**src/rtl/cnn_inference_sequencer.sv**
```systemverilog
// cnn_inference_sequencer
// Drives one CNN inference per crop. It starts the core, streams the crop
// buffer into the CNN input stream through a 2-entry skid FIFO, then captures
// the class-score word and holds it until the result path accepts it.
module cnn_inference_sequencer #(
   parameter int FP_TOTAL = 8,
   parameter int OUT_ROWS = 48,
   parameter int OUT_COLS = 48,
   parameter int NUM_OUT  = 5,
   parameter int TIMEOUT  = 2**20
) (
   input  logic                                  ap_clk,
   input  logic                                  ap_rst,
   input  logic                                  crop_valid,
   output logic                                  crop_ack,
   output logic                                  buf_rd_en,
   output logic [$clog2(OUT_ROWS*OUT_COLS)-1:0]  buf_rd_addr,
   input  logic [FP_TOTAL-1:0]                   buf_rd_data,
   output logic                                  cnn_ap_start,
   input  logic                                  cnn_ap_ready,
   output logic [FP_TOTAL-1:0]                   cnn_in_TDATA,
   output logic                                  cnn_in_TVALID,
   input  logic                                  cnn_in_TREADY,
   input  logic [NUM_OUT*FP_TOTAL-1:0]           cnn_out_TDATA,
   input  logic                                  cnn_out_TVALID,
   output logic                                  cnn_out_TREADY,
   output logic [NUM_OUT*FP_TOTAL-1:0]           res_data,
   output logic                                  res_valid,
   input  logic                                  res_ready,
   output logic                                  busy,
   output logic                                  timeout_err,
   output logic [31:0]                           crop_count
);

   localparam int NPIX = OUT_ROWS * OUT_COLS;
   localparam int AW   = $clog2(NPIX);
   localparam int TW   = $clog2(TIMEOUT + 1);
   localparam logic [AW:0]   PIX_TOTAL = (AW+1)'(NPIX);
   localparam logic [AW:0]   PIX_LAST  = (AW+1)'(NPIX - 1);
   localparam logic [TW-1:0] WAIT_LAST = TW'(TIMEOUT - 1);

   typedef enum logic [2:0] {
      S_IDLE,
      S_START,
      S_STREAM,
      S_WAIT_OUT,
      S_DELIVER
   } state_t;

   state_t              state;
   logic [AW:0]         rd_issued;
   logic [AW:0]         beats_sent;
   logic                rd_pending;
   logic [FP_TOTAL-1:0] skid_mem [2];
   logic                skid_wr_ptr;
   logic                skid_rd_ptr;
   logic [1:0]          skid_count;
   logic                stream_done;
   logic [TW-1:0]       wait_cnt;

   logic                streaming;
   logic                pop;
   logic                last_beat;
   logic                timeout_hit;
   logic [2:0]          occupancy;

   // Read issue, skid handshake and completion decode for the current cycle
   always_comb begin
      streaming      = (state == S_START) || (state == S_STREAM);
      cnn_in_TVALID  = (skid_count != 2'd0);
      cnn_in_TDATA   = skid_mem[skid_rd_ptr];
      pop            = cnn_in_TVALID && cnn_in_TREADY;
      occupancy      = {1'b0, skid_count} + {2'b00, rd_pending} - {2'b00, pop};
      buf_rd_en      = streaming && (rd_issued < PIX_TOTAL) && (occupancy < 3'd2);
      buf_rd_addr    = rd_issued[AW-1:0];
      last_beat      = pop && (beats_sent == PIX_LAST);
      timeout_hit    = (state == S_WAIT_OUT) && !cnn_out_TVALID && (wait_cnt == WAIT_LAST);
      crop_ack       = last_beat || timeout_hit;
      cnn_out_TREADY = (state == S_WAIT_OUT);
      busy           = (state != S_IDLE);
   end

   // Crop sequencing: start handshake, stream completion, result capture and delivery
   always_ff @(posedge ap_clk) begin
      if (ap_rst) begin
         state        <= S_IDLE;
         cnn_ap_start <= 1'b0;
         stream_done  <= 1'b0;
         wait_cnt     <= '0;
         res_data     <= '0;
         res_valid    <= 1'b0;
         timeout_err  <= 1'b0;
         crop_count   <= 32'd0;
      end else begin
         wait_cnt <= '0;
         case (state)
            S_IDLE: begin
               if (crop_valid) begin
                  state        <= S_START;
                  cnn_ap_start <= 1'b1;
                  stream_done  <= 1'b0;
               end
            end
            S_START: begin
               if (last_beat) begin
                  stream_done <= 1'b1;
               end
               if (cnn_ap_ready) begin
                  cnn_ap_start <= 1'b0;
                  state        <= (stream_done || last_beat) ? S_WAIT_OUT : S_STREAM;
               end
            end
            S_STREAM: begin
               if (last_beat) begin
                  state <= S_WAIT_OUT;
               end
            end
            S_WAIT_OUT: begin
               if (cnn_out_TVALID) begin
                  res_data  <= cnn_out_TDATA;
                  res_valid <= 1'b1;
                  state     <= S_DELIVER;
               end else if (timeout_hit) begin
                  timeout_err <= 1'b1;
                  state       <= S_IDLE;
               end else begin
                  wait_cnt <= wait_cnt + TW'(1);
               end
            end
            S_DELIVER: begin
               if (res_ready) begin
                  res_valid  <= 1'b0;
                  crop_count <= crop_count + 32'd1;
                  state      <= S_IDLE;
               end
            end
            default: begin
               state <= S_IDLE;
            end
         endcase
      end
   end

   // Read address counter and 2-entry skid FIFO catching the 1-cycle-late buffer data
   always_ff @(posedge ap_clk) begin
      if (ap_rst) begin
         rd_issued   <= '0;
         beats_sent  <= '0;
         rd_pending  <= 1'b0;
         skid_wr_ptr <= 1'b0;
         skid_rd_ptr <= 1'b0;
         skid_count  <= 2'd0;
         skid_mem[0] <= '0;
         skid_mem[1] <= '0;
      end else if (state == S_IDLE) begin
         rd_issued   <= '0;
         beats_sent  <= '0;
         rd_pending  <= 1'b0;
         skid_wr_ptr <= 1'b0;
         skid_rd_ptr <= 1'b0;
         skid_count  <= 2'd0;
      end else begin
         rd_pending <= buf_rd_en;
         if (buf_rd_en) begin
            rd_issued <= rd_issued + (AW+1)'(1);
         end
         if (rd_pending) begin
            skid_mem[skid_wr_ptr] <= buf_rd_data;
            skid_wr_ptr           <= ~skid_wr_ptr;
         end
         if (pop) begin
            skid_rd_ptr <= ~skid_rd_ptr;
            beats_sent  <= beats_sent + (AW+1)'(1);
         end
         skid_count <= skid_count + {1'b0, rd_pending} - {1'b0, pop};
      end
   end

endmodule

```
**config.mk**
```make
export PLATFORM = sky130hd
export DESIGN_NAME = cnn_inference_sequencer
export DESIGN_NICKNAME = d
export VERILOG_FILES = /design/src/rtl/cnn_inference_sequencer.sv
export SDC_FILE = /design/constraint.sdc
export NUM_CORES = 1
export LEC_CHECK = 0
export CORE_MARGIN = 2
export CORE_UTILIZATION = 49
export DETAILED_ROUTE_END_ITERATION = 8
export GPL_ROUTABILITY_DRIVEN = 0
export HOLD_SLACK_MARGIN = 0.03
export PLACE_DENSITY = 0.79
export SYNTH_ARGS = -nofsm -noshare
export SYNTH_HDL_FRONTEND = slang
export SYNTH_SLANG_ARGS = --single-unit
```
**constraint.sdc**
```tcl
create_clock -name ap_clk -period 3.5 [get_ports ap_clk]
set_input_delay 0.35 -clock ap_clk [delete_from_list [all_inputs] [get_ports ap_clk]]
set_output_delay 0.35 -clock ap_clk [all_outputs]
set_load 0.1 [all_outputs]
```
**Yosys cells after proc, flatten, opt, wreduce, memory -nomap -nowiden**

Memories as Yosys holds them, arrays and structs flattened. A register that Yosys moved wholly into a read port is not among the register bits.
Cells that the tools add are included.

- Bits of input ports: 55
- Output and inout port bits: 100
- RAM bits: 16
- Register bits: 131
- Memories: 1
- Word-level logic and storage cells: 95

Memory list:

| name | depth | width | rd ports | clocked after memory_dff | write ports | line | text |
|---|---|---|---|---|---|---|---|
| skid_mem | 2 | 8 | 1 | 1 | 2 | 54 | `logic [FP_TOTAL-1:0] skid_mem [2];` |

- Multiplexer cells: 28
- Eq/ne operators: 13
- Reductions and logical operators: 25
- Add/subtract/negate cells: 8
- $lt $le $gt $ge: 2
- Bitwise gates (word level): 4

Operator list:

| operator | count |
|---|---|
| $add 32x1->32 const B | 1 |
| $add 13x1->13 const B | 2 |
| $add 21x1->21 const B | 1 |
| $eq 21x20->1 const B | 1 |
| $mux 3 | 6 |
| $mux 1 | 17 |
| $pmux 3 s5 | 1 |
| $eq 13x12->1 const B | 1 |
| $lt 13x12->1 const B | 1 |
| $ne 2x2->1 const B | 6 |
| $reduce_and 3->1 | 4 |
| $mux 8 | 1 |
| $reduce_or 8->1 | 1 |
| $eq 3x2->1 const B | 2 |
| $logic_and 1x1->1 | 6 |
| $pmux 1 s2 | 3 |
| $reduce_bool 2->1 | 3 |
| $reduce_and 5->1 | 1 |
| $not 1->1 | 4 |
| $reduce_and 2->1 | 2 |
| $reduce_or 4->1 | 1 |
| $add 2x1->3 | 1 |
| $eq 3x1->1 const B | 1 |
| $eq 3x3->1 const B | 1 |
| other kinds (10) | 12 |

**Longest topological paths before layout**

Gate-level depths: netlist of the first run.

- Word-level depth: 7
- Depth in mapped cells: 11
- Depth with buffers taken out: 10

**Worst setup path after synthesis of the first run**

Ideal clock, no wire load.

- Kind: flip-flop to output port
- Start: register wait_cnt[0]
- End: output crop_ack
- Arrival time: 3.389 ns
- Stages on the path, launching flop included: 7
- Buffers on the path: 1
- Slack: -0.239 ns
- Required time: 3.150 ns
- Cells stage by stage: dfxtp_1 -> ha_1 -> and3_1 -> and3_1 -> clkbuf_1 -> nand3_1 -> o21ai_0

- Cells in the longest elaborated chain, start to end: 3

Ends and longest elaborated chain:

| element | line | text |
|---|---|---|
| start: declaration | 59 | `logic [TW-1:0] wait_cnt;` |
| start signal: assignment | 127 | `wait_cnt <= wait_cnt + TW'(1);` |
| $eq 21x20->1 | 77 | `timeout_hit = (state == S_WAIT_OUT) && !cnn_out_TVALID && (wait_cnt == WAIT_LAST);` |
| $logic_and 1x1->1 | 77 |  |
| $logic_or 1x1->1 | 78 | `crop_ack = last_beat \|\| timeout_hit;` |
| end: declaration | 15 | `output logic crop_ack,` |

No other way between the ends.

**Worst setup path in the final report of the first run**

- Start: register skid_count[1]
- End: output buf_rd_en

- Cells in the longest elaborated chain, start to end: 5
- Elaborated cells between the ends (all ways): 6
- Classes of those cells: 2 x add/sub; 1 x order compare; 3 x reduce/logical

Ends and longest elaborated chain:

| element | line | text |
|---|---|---|
| start: declaration | 57 | `logic [1:0] skid_count;` |
| start signal: assignment | 175 | `skid_count <= skid_count + {1'b0, rd_pending} - {1'b0, pop};` |
| parallel branches: the longest is 2 deep, another holds $add 2x1->3 | n/a |  |
| $sub 3x1->3 (*) | 73 | `occupancy = {1'b0, skid_count} + {2'b00, rd_pending} - {2'b00, pop};` |
| net occupancy[1] | 65 | `logic [2:0] occupancy;` |
| $lt 3x2->1 (*) | 74 | `buf_rd_en = streaming && (rd_issued < PIX_TOTAL) && (occupancy < 3'd2);` |
| $logic_and 1x1->1 (*) | 74 |  |
| end: declaration | 16 | `output logic buf_rd_en,` |

Mark *: on every way through the listed nets, which the timed path passes.

==> results by group, run 1 <==
Status
  • Status: finished clean

Worst setup path
  • Crit Path Max Fanout: 6
  • Crit-path leading delay family: adder cells
  • Worst Setup End Kind: output pin
  • Critical Path RT: 3150 ps
  • Worst path bufs/invs: 3
  • Slowest-stage cell, CP: fa_1
  • Crit Path Class: reg -> out
  • Critical-path cell list: o21a_1, ha_1, inv_1, ha_1, fa_1, nor4_4, nand2_1, inv_1, buf_12
  • Crit-path max cell delay: 500 ps
  • Type of origin of the critical path: flip-flop
  • Arrival @ worst endpoint: 3000 ps
  • R2R setup slack: approximately 600 ps

Placed design
  • Port Buffers: 154
  • Dpl hpwl: around 11,000 um
  • Post-Place Cells: 988

Finish
  • Fin cells: 1,018
  • # nets final: 897
  • ANT cells: 0
  • Layout cells sized above 1: 0.0638
  • Area growth syn-to-layout: 33.6%

Yosys
  • Synth Register Bits: 148
  • Post-Synthesis Cells: 703
  • Synth top area share: 0.422
  • Cell variety after synth: 47
  • Count leader, synth: dfxtp_1
  • EDFF count, synth: 16
  • Cell Area, Synth: between 6000 and 7000 um2
  • Post-synth top cells: dfxtp_1 (132), nand2_1 (119), nor2_1 (94), xor2_1 (49), a21oi_1 (48)
  • Mean area per synthesized cell: 8.91 um2
  • Sequential area share after synthesis: 0.499
  • Top cells by area, synth: dfxtp_1 (42%), edfxtp_1 (7.7%), nand2_1 (7.1%), xor2_1 (6.9%), nor2_1 (5.6%)
  • Synth warnings: 0
  • Synth Flop Type: dfxtp_1
  • Post-synth ARST share: 0
  • Mapped Nets: 765
  • Post-synth top area cell: dfxtp_1

Routing
  • Antenna viol nets, final: 0
  • DRT Wirelength: around 15,000 um
  • DR iter-0 viols: 324
  • DRC: 0
  • Drt pass-1 iters: 5
  • DR vias: 5,301
  • Vias per inst: 5.21
  • Routed length per instance: 14.7 um

GRT
  • First-pass GRT wire length: 23,700 um
  • GRT overflow: 0
  • Total GRT Usage: 0.221
  • Antenna violations before repair: 0
  • Vias in the first global route: about 5,200
  • Largest net degree at the start of global routing: 85

Power and ir drop
  • Total power: 0.00430 W
  • Leakage power: 2.98 nW
  • Power per Cell Area: 514 nW/um2
  • Worst vdd ir: 0.309 mV

Timing
  • Pins Over Slew Limit: 0
  • RSZ-0062 raised after global routing: no
  • Achievable Freq: 299 MHz
  • Worst-Margin Slew: 1050 ps
  • Hold_ws: 349 ps
  • Final Cycle Share: 0.956
  • Max-Slew Margin vs Limit: 0.299
  • Final setup fails: 0
  • Post-layout min period: 3350 ps
  • Setup total negative slack: 0 ps
  • Setup Skew: 7.60 ps
  • Final hold vios: 0

Floorplan
  • Number of cell rows: 41
  • Die Wd: roughly 120 um
  • DIE AREA: roughly 14,000 um2
  • Core Box Area: 12,600 um2
  • Starting Density: 0.498
  • Top-level port count: 155
  • Die height: around 120 um

Clocking
  • Clock latency at the later pin of the worst-skew pair: 420 ps
  • Clock-pin slew on the worst setup and hold paths: approximately 60 ps
  • CTS root buf: clkbuf_16
  • TritonCTS Buffers: 17
  • # hold bufs at CTS: 0
  • # resized after CTS: 0
  • H-tree levels: 4
  • Post CTS Setup Buffer Count: 0
  • CTS tree: yes
  • Clk sinks: approximately 150
  • Clk buf depth: 2

Job
  • Maximum Capacitance Violations: 0

Hold path
  • Hold Path Class: in -> reg
state kept, by name, summed over array words and instances, names as in the netlist, named ones only:
name and count:
skid_wr_ptr 1, rd_issued 13, skid_rd_ptr 1, res_data 40
cnn_ap_start 1, skid_count 2, res_valid 1, crop_count 32
stream_done 1, rd_pending 1, timeout_err 1, beats_sent 13
skid_mem 16, wait_cnt 21, state 3
per-stage QoR:
step | utilization | area, um2 | setup slack [ps]
after floorplan | - | 6260 | 169
after global placement | 0.623 | 7830 | 317
after detailed placement | 0.623 | 7830 | 254
after CTS | 0.666 | 8370 | 136
after global routing | 0.666 | 8370 | 8.08
final | 0.666 | 8370 | 153
cells in the final DEF, fill, tap and decap left out, types with 16 or more instances in the layout:
cell	Yosys	layout
clkbuf_16	0	17
nor2_1	94	94
nand4_1	22	22
xnor2_1	25	25
nand2_1	119	119
nand3_1	26	26
dfxtp_1	132	132
clkdlybuf4s50_1	0	149
edfxtp_1	16	16
and2_1	24	24
and3_1	16	16
xor2_1	49	49
a21oi_1	48	48
worst reg2reg max path, cell delays in order, from the launching register on:
cell and delay (ps):
dfxtp_1 340, o21a_1 210, ha_1 280, inv_1 50, ha_1 190, fa_1 500, nor4_4 420, nand2_1 230
or4_1 530, nand2_1 70
power breakdown:
part           switching, W  internal, W  leakage, nW
Sequential        0.0000472      0.00176         1.23
Combinational      0.000568     0.000244         1.48
Clock              0.000663      0.00102        0.269
per-layer routing:
metal | vias up | global-route usage | share of wire
met5 | - | 0 | 0
met4 | 0 | 0.107 | 0.025
met3 | 29 | 0.0855 | 0.079
met2 | 179 | 0.373 | 0.49
met1 | 2489 | 0.244 | 0.41
li1 | 2604 | - | -
area by class of cell:
class	instances	area (um2)
fillers	989	4200
flip-flops and latches	148	3120
multi-input cells	499	2870
repair buffers	162	1600
clock buffers	24	482
well taps	172	215
clock inverters	6	55.1
inverters	7	26.3
cell families (layout without fill, tap and decap cells):
family | count (synthesis) | count (layout) | synth area share
buf+inv | 56 | 199 | 0.0437
xor+xnor | 74 | 74 | 0.103
mux | 11 | 11 | 0.0194
compound gates | 59 | 59 | 0.0525
fa+ha+maj | 7 | 7 | 0.0152
simple gates | 348 | 348 | 0.267
flops | 148 | 148 | 0.499
final timing paths:
path / start / endpoint / cells past startpoint
max reg2reg: skid_count[1] / rd_issued[4] / 9
min: ap_rst / rd_issued[11] / 3
min reg2reg: res_data[3] / res_data[3] / 2
max: skid_count[1] / buf_rd_en / 9
(Power assumes the default switching activity.)
==> run 2, diff against run 1 <==
--- a/config.mk
+++ b/config.mk
@@ -14,3 +14,4 @@
 export SYNTH_ARGS = -nofsm -noshare
 export SYNTH_HDL_FRONTEND = slang
 export SYNTH_SLANG_ARGS = --single-unit
+export TNS_END_PERCENT = 100
==> constraint.sdc (replaced) <==
create_clock -name ap_clk -period 3.5 [get_ports ap_clk]
set_input_delay 0.525 -clock ap_clk [delete_from_list [all_inputs] [get_ports ap_clk]]
set_output_delay 0.525 -clock ap_clk [all_outputs]
set_load 0.1 [all_outputs]
==> results by group, run 2 (synthesized netlist as in run 1, its figures left out) <==
Status
  • Status: finished clean

Worst setup path
  • Crit Path Class: in -> out
  • Worst reg2reg path endpoint: rd_issued[3]
  • RR Startpoint: skid_count[1]
  • Type of origin of the critical path: primary input
  • R2R setup slack: 600 ps (about the same)
  • Worst Setup End Kind: output pin
  • Worst R2R Path Depth: 10 (+1)
  • Crit Path Max Fanout: 2 (-4)
  • Arrival @ worst endpoint: 2850 ps (-150 ps)
  • Critical Path RT: 2970 ps (-180 ps)

Timing
  • Final Cycle Share: 0.965 (+0.00882)
  • Max-Slew Margin vs Limit: 0.299 (about the same)
  • Achievable Freq: 296 MHz (-0.91%)
  • Final hold vios: 0 (unchanged)
  • Setup total negative slack: 0 ps (unchanged)
  • Post-layout min period: 3380 ps (+30.9 ps)
  • Final setup fails: 0 (unchanged)
  • Worst-Margin Slew: 1050 ps (-0.0473 ps)
  • Pins Over Slew Limit: 0 (unchanged)
  • Setup Skew: 5.60 ps (-1.99 ps)
  • RSZ-0062 raised after global routing: no

Routing
  • Antenna viol nets, final: 0 (unchanged)
  • Routed length per instance: 14.8 um (+0.82%)
  • Vias per inst: 5.15 (-1.0%)
  • Drt pass-1 iters: 4 (-1)
  • DRT Wirelength: 15,100 um (+1.0%)
  • DRC: 0 (unchanged)
  • DR vias: 5,256 (-0.85%)
  • DR iter-0 viols: 360 (+11%)

Clocking
  • Clock latency at the later pin of the worst-skew pair: 420 ps (about the same)
  • Post CTS Setup Buffer Count: 0 (unchanged)
  • Clk sinks: 148 (unchanged)
  • # resized after CTS: 0 (unchanged)
  • H-tree levels: 4 (unchanged)
  • Clk buf depth: 2 (unchanged)
  • CTS root buf: clkbuf_16
  • Clock-pin slew on the worst setup and hold paths: 60 ps (about the same)
  • # hold bufs at CTS: 0 (unchanged)
  • CTS tree: yes
  • TritonCTS Buffers: 17 (unchanged)

Floorplan
  • Top-level port count: 155 (unchanged)
  • Core Box Area: 12,600 um2 (unchanged)
  • Starting Density: 0.498 (unchanged)
  • Die Wd: 117 um (unchanged)
  • Number of cell rows: 41 (unchanged)
  • DIE AREA: 13,700 um2 (unchanged)
  • Die height: 117 um (unchanged)

Finish
  • Commonest non-fill, non-tap cells in the layout: clkdlybuf4s50_1 (149), dfxtp_1 (132), nand2_1 (119), nor2_1 (94), xor2_1 (49)
  • Largest register FFs: 40 (unchanged)
  • Fillcell total: 952 (-3.7%)
  • ANT cells: 0 (unchanged)
  • # nets final: 898 (+0.11%)
  • Layout cells sized above 1: 0.0719 (+0.00810)
  • Most common cell after layout, fill and taps aside: clkdlybuf4s50_1
  • Top reg by flops: res_data
  • Final core utilization: 0.673 (+0.00737)
  • Top Registers: res_data x40, crop_count x32, wait_cnt x21
  • Area growth syn-to-layout: 35.1%

Hold path
  • Endpoint, Worst Hold: res_valid
  • Hold path cells: 2 (-1)
  • Hold path start: res_valid
  • Hold Path Class: reg -> reg

GRT
  • First-pass GRT wire length: 23,500 um (-0.73%)
  • Total GRT Usage: 0.219 (-0.00152)
  • Largest net degree at the start of global routing: 85 (unchanged)
  • Vias in the first global route: 5,094 (-2.2%)
  • GRT overflow: 0 (unchanged)
  • Antenna violations before repair: 0 (unchanged)

Job
  • Maximum Capacitance Violations: 0 (unchanged)

Power and ir drop
  • Comb pwr share: 0.184 (-0.005)
  • Internal: 0.00322 W (+6.6%)
  • Worst vdd ir: 0.323 mV (+4.5%)
  • Psw: 0.00129 W (+0.99%)
  • Register share of total power: 0.400 (-0.020)
  • Sw frac: 0.286 (-0.0112)
  • Leakage power: 3.01 nW (+1.2%)
  • Power per Cell Area: 533 nW/um2 (+3.8%)
  • Clock group share of total power: 0.416 (+0.025)

Placed design
  • Port Buffers: 154 (unchanged)
  • Dpl hpwl: 10,700 um (+1.2%)
run 2: cell types whose count changed in the layout (fill, tap and decap cells not counted), sizes merged:
cell / delta
clkinvlp: +2
clkinv: -1
clkbuf: -2
bufinv: +2
buf: +1
run 2: worst max path at each step:
stage / startpoint / endpoint / slack, ps / cells past startpoint
finish: cnn_in_TREADY / buf_rd_en / 120 / 10
global route: cnn_in_TREADY / buf_rd_en / 10 / 10
CTS: cnn_in_TREADY / buf_rd_en / 110 / 10
detailed placement: cnn_in_TREADY / rd_issued[3] / 50 / 11
global placement: cnn_in_TREADY / rd_issued[3] / 160 / 11
floorplan: cnn_in_TREADY / buf_rd_en / 60 / 9
run 2: through the flow:
stage	instance area, um2	hold WS, ps	setup WS (ps)	cells	total power [W]
detailed placement	7840	449	51.6	989	0.00267
finish	8460	455	122	1020	0.00451
global route	8460	478	14.0	1020	0.00467
CTS	8460	459	107	1020	0.00455
global placement	7840	435	162	989	0.00266
floorplan	6270	426	60.0	703	0.00241
run 2: cell type report:
cell class | count | area, um2 | share of cell area
sequential | 148 | 3120 | 0.369
multi-input combinational | 499 | 2870 | 0.339
timing repair buffer | 163 | 1610 | 0.190
clock buffer | 22 | 494 | 0.0584
tap | 172 | 215 | 0.0254
clock inverter | 9 | 124 | 0.0146
inverter | 7 | 30.0 | 0.00355
run 2: worst max-delay path: stages:
cell             delay [ps]
clkdlybuf4s50_1         440
o21a_1                  140
ha_1                    270
inv_1                    40
ha_1                    180
fa_1                    500
nor4_4                  320
nand2_1                 150
clkinvlp_4              110
buf_12                  170
run 2: power groups by stage:
stage / Clock, W / Combinational [W] / Sequential, W
4_1_cts: 0.00191 / 0.000832 / 0.00181
3_3_place_gp: 0 / 0.000817 / 0.00184
6_report: 0.00188 / 0.000830 / 0.00181
3_5_place_dp: 0 / 0.000828 / 0.00184
2_1_floorplan: 0 / 0.000467 / 0.00194
5_1_grt: 0.00198 / 0.000872 / 0.00181
run 2: per-layer routing:
layer / wire length [um] / track usage
met1: 6300 / 0.242
met2: 7390 / 0.378
met3: 1160 / 0.0844
met4: 298 / 0.0949
met5: 0 / 0
==> run 3, diff against run 2 <==
--- a/config.mk
+++ b/config.mk
@@ -7,6 +7,7 @@
 export LEC_CHECK = 0
 export CORE_MARGIN = 2
 export CORE_UTILIZATION = 49
+export CTS_CLUSTER_SIZE = 20
 export DETAILED_ROUTE_END_ITERATION = 8
 export GPL_ROUTABILITY_DRIVEN = 0
 export HOLD_SLACK_MARGIN = 0.03
==> results of run 3 <==
No change in the layout: final DEF, timing and power equal those of run 2.
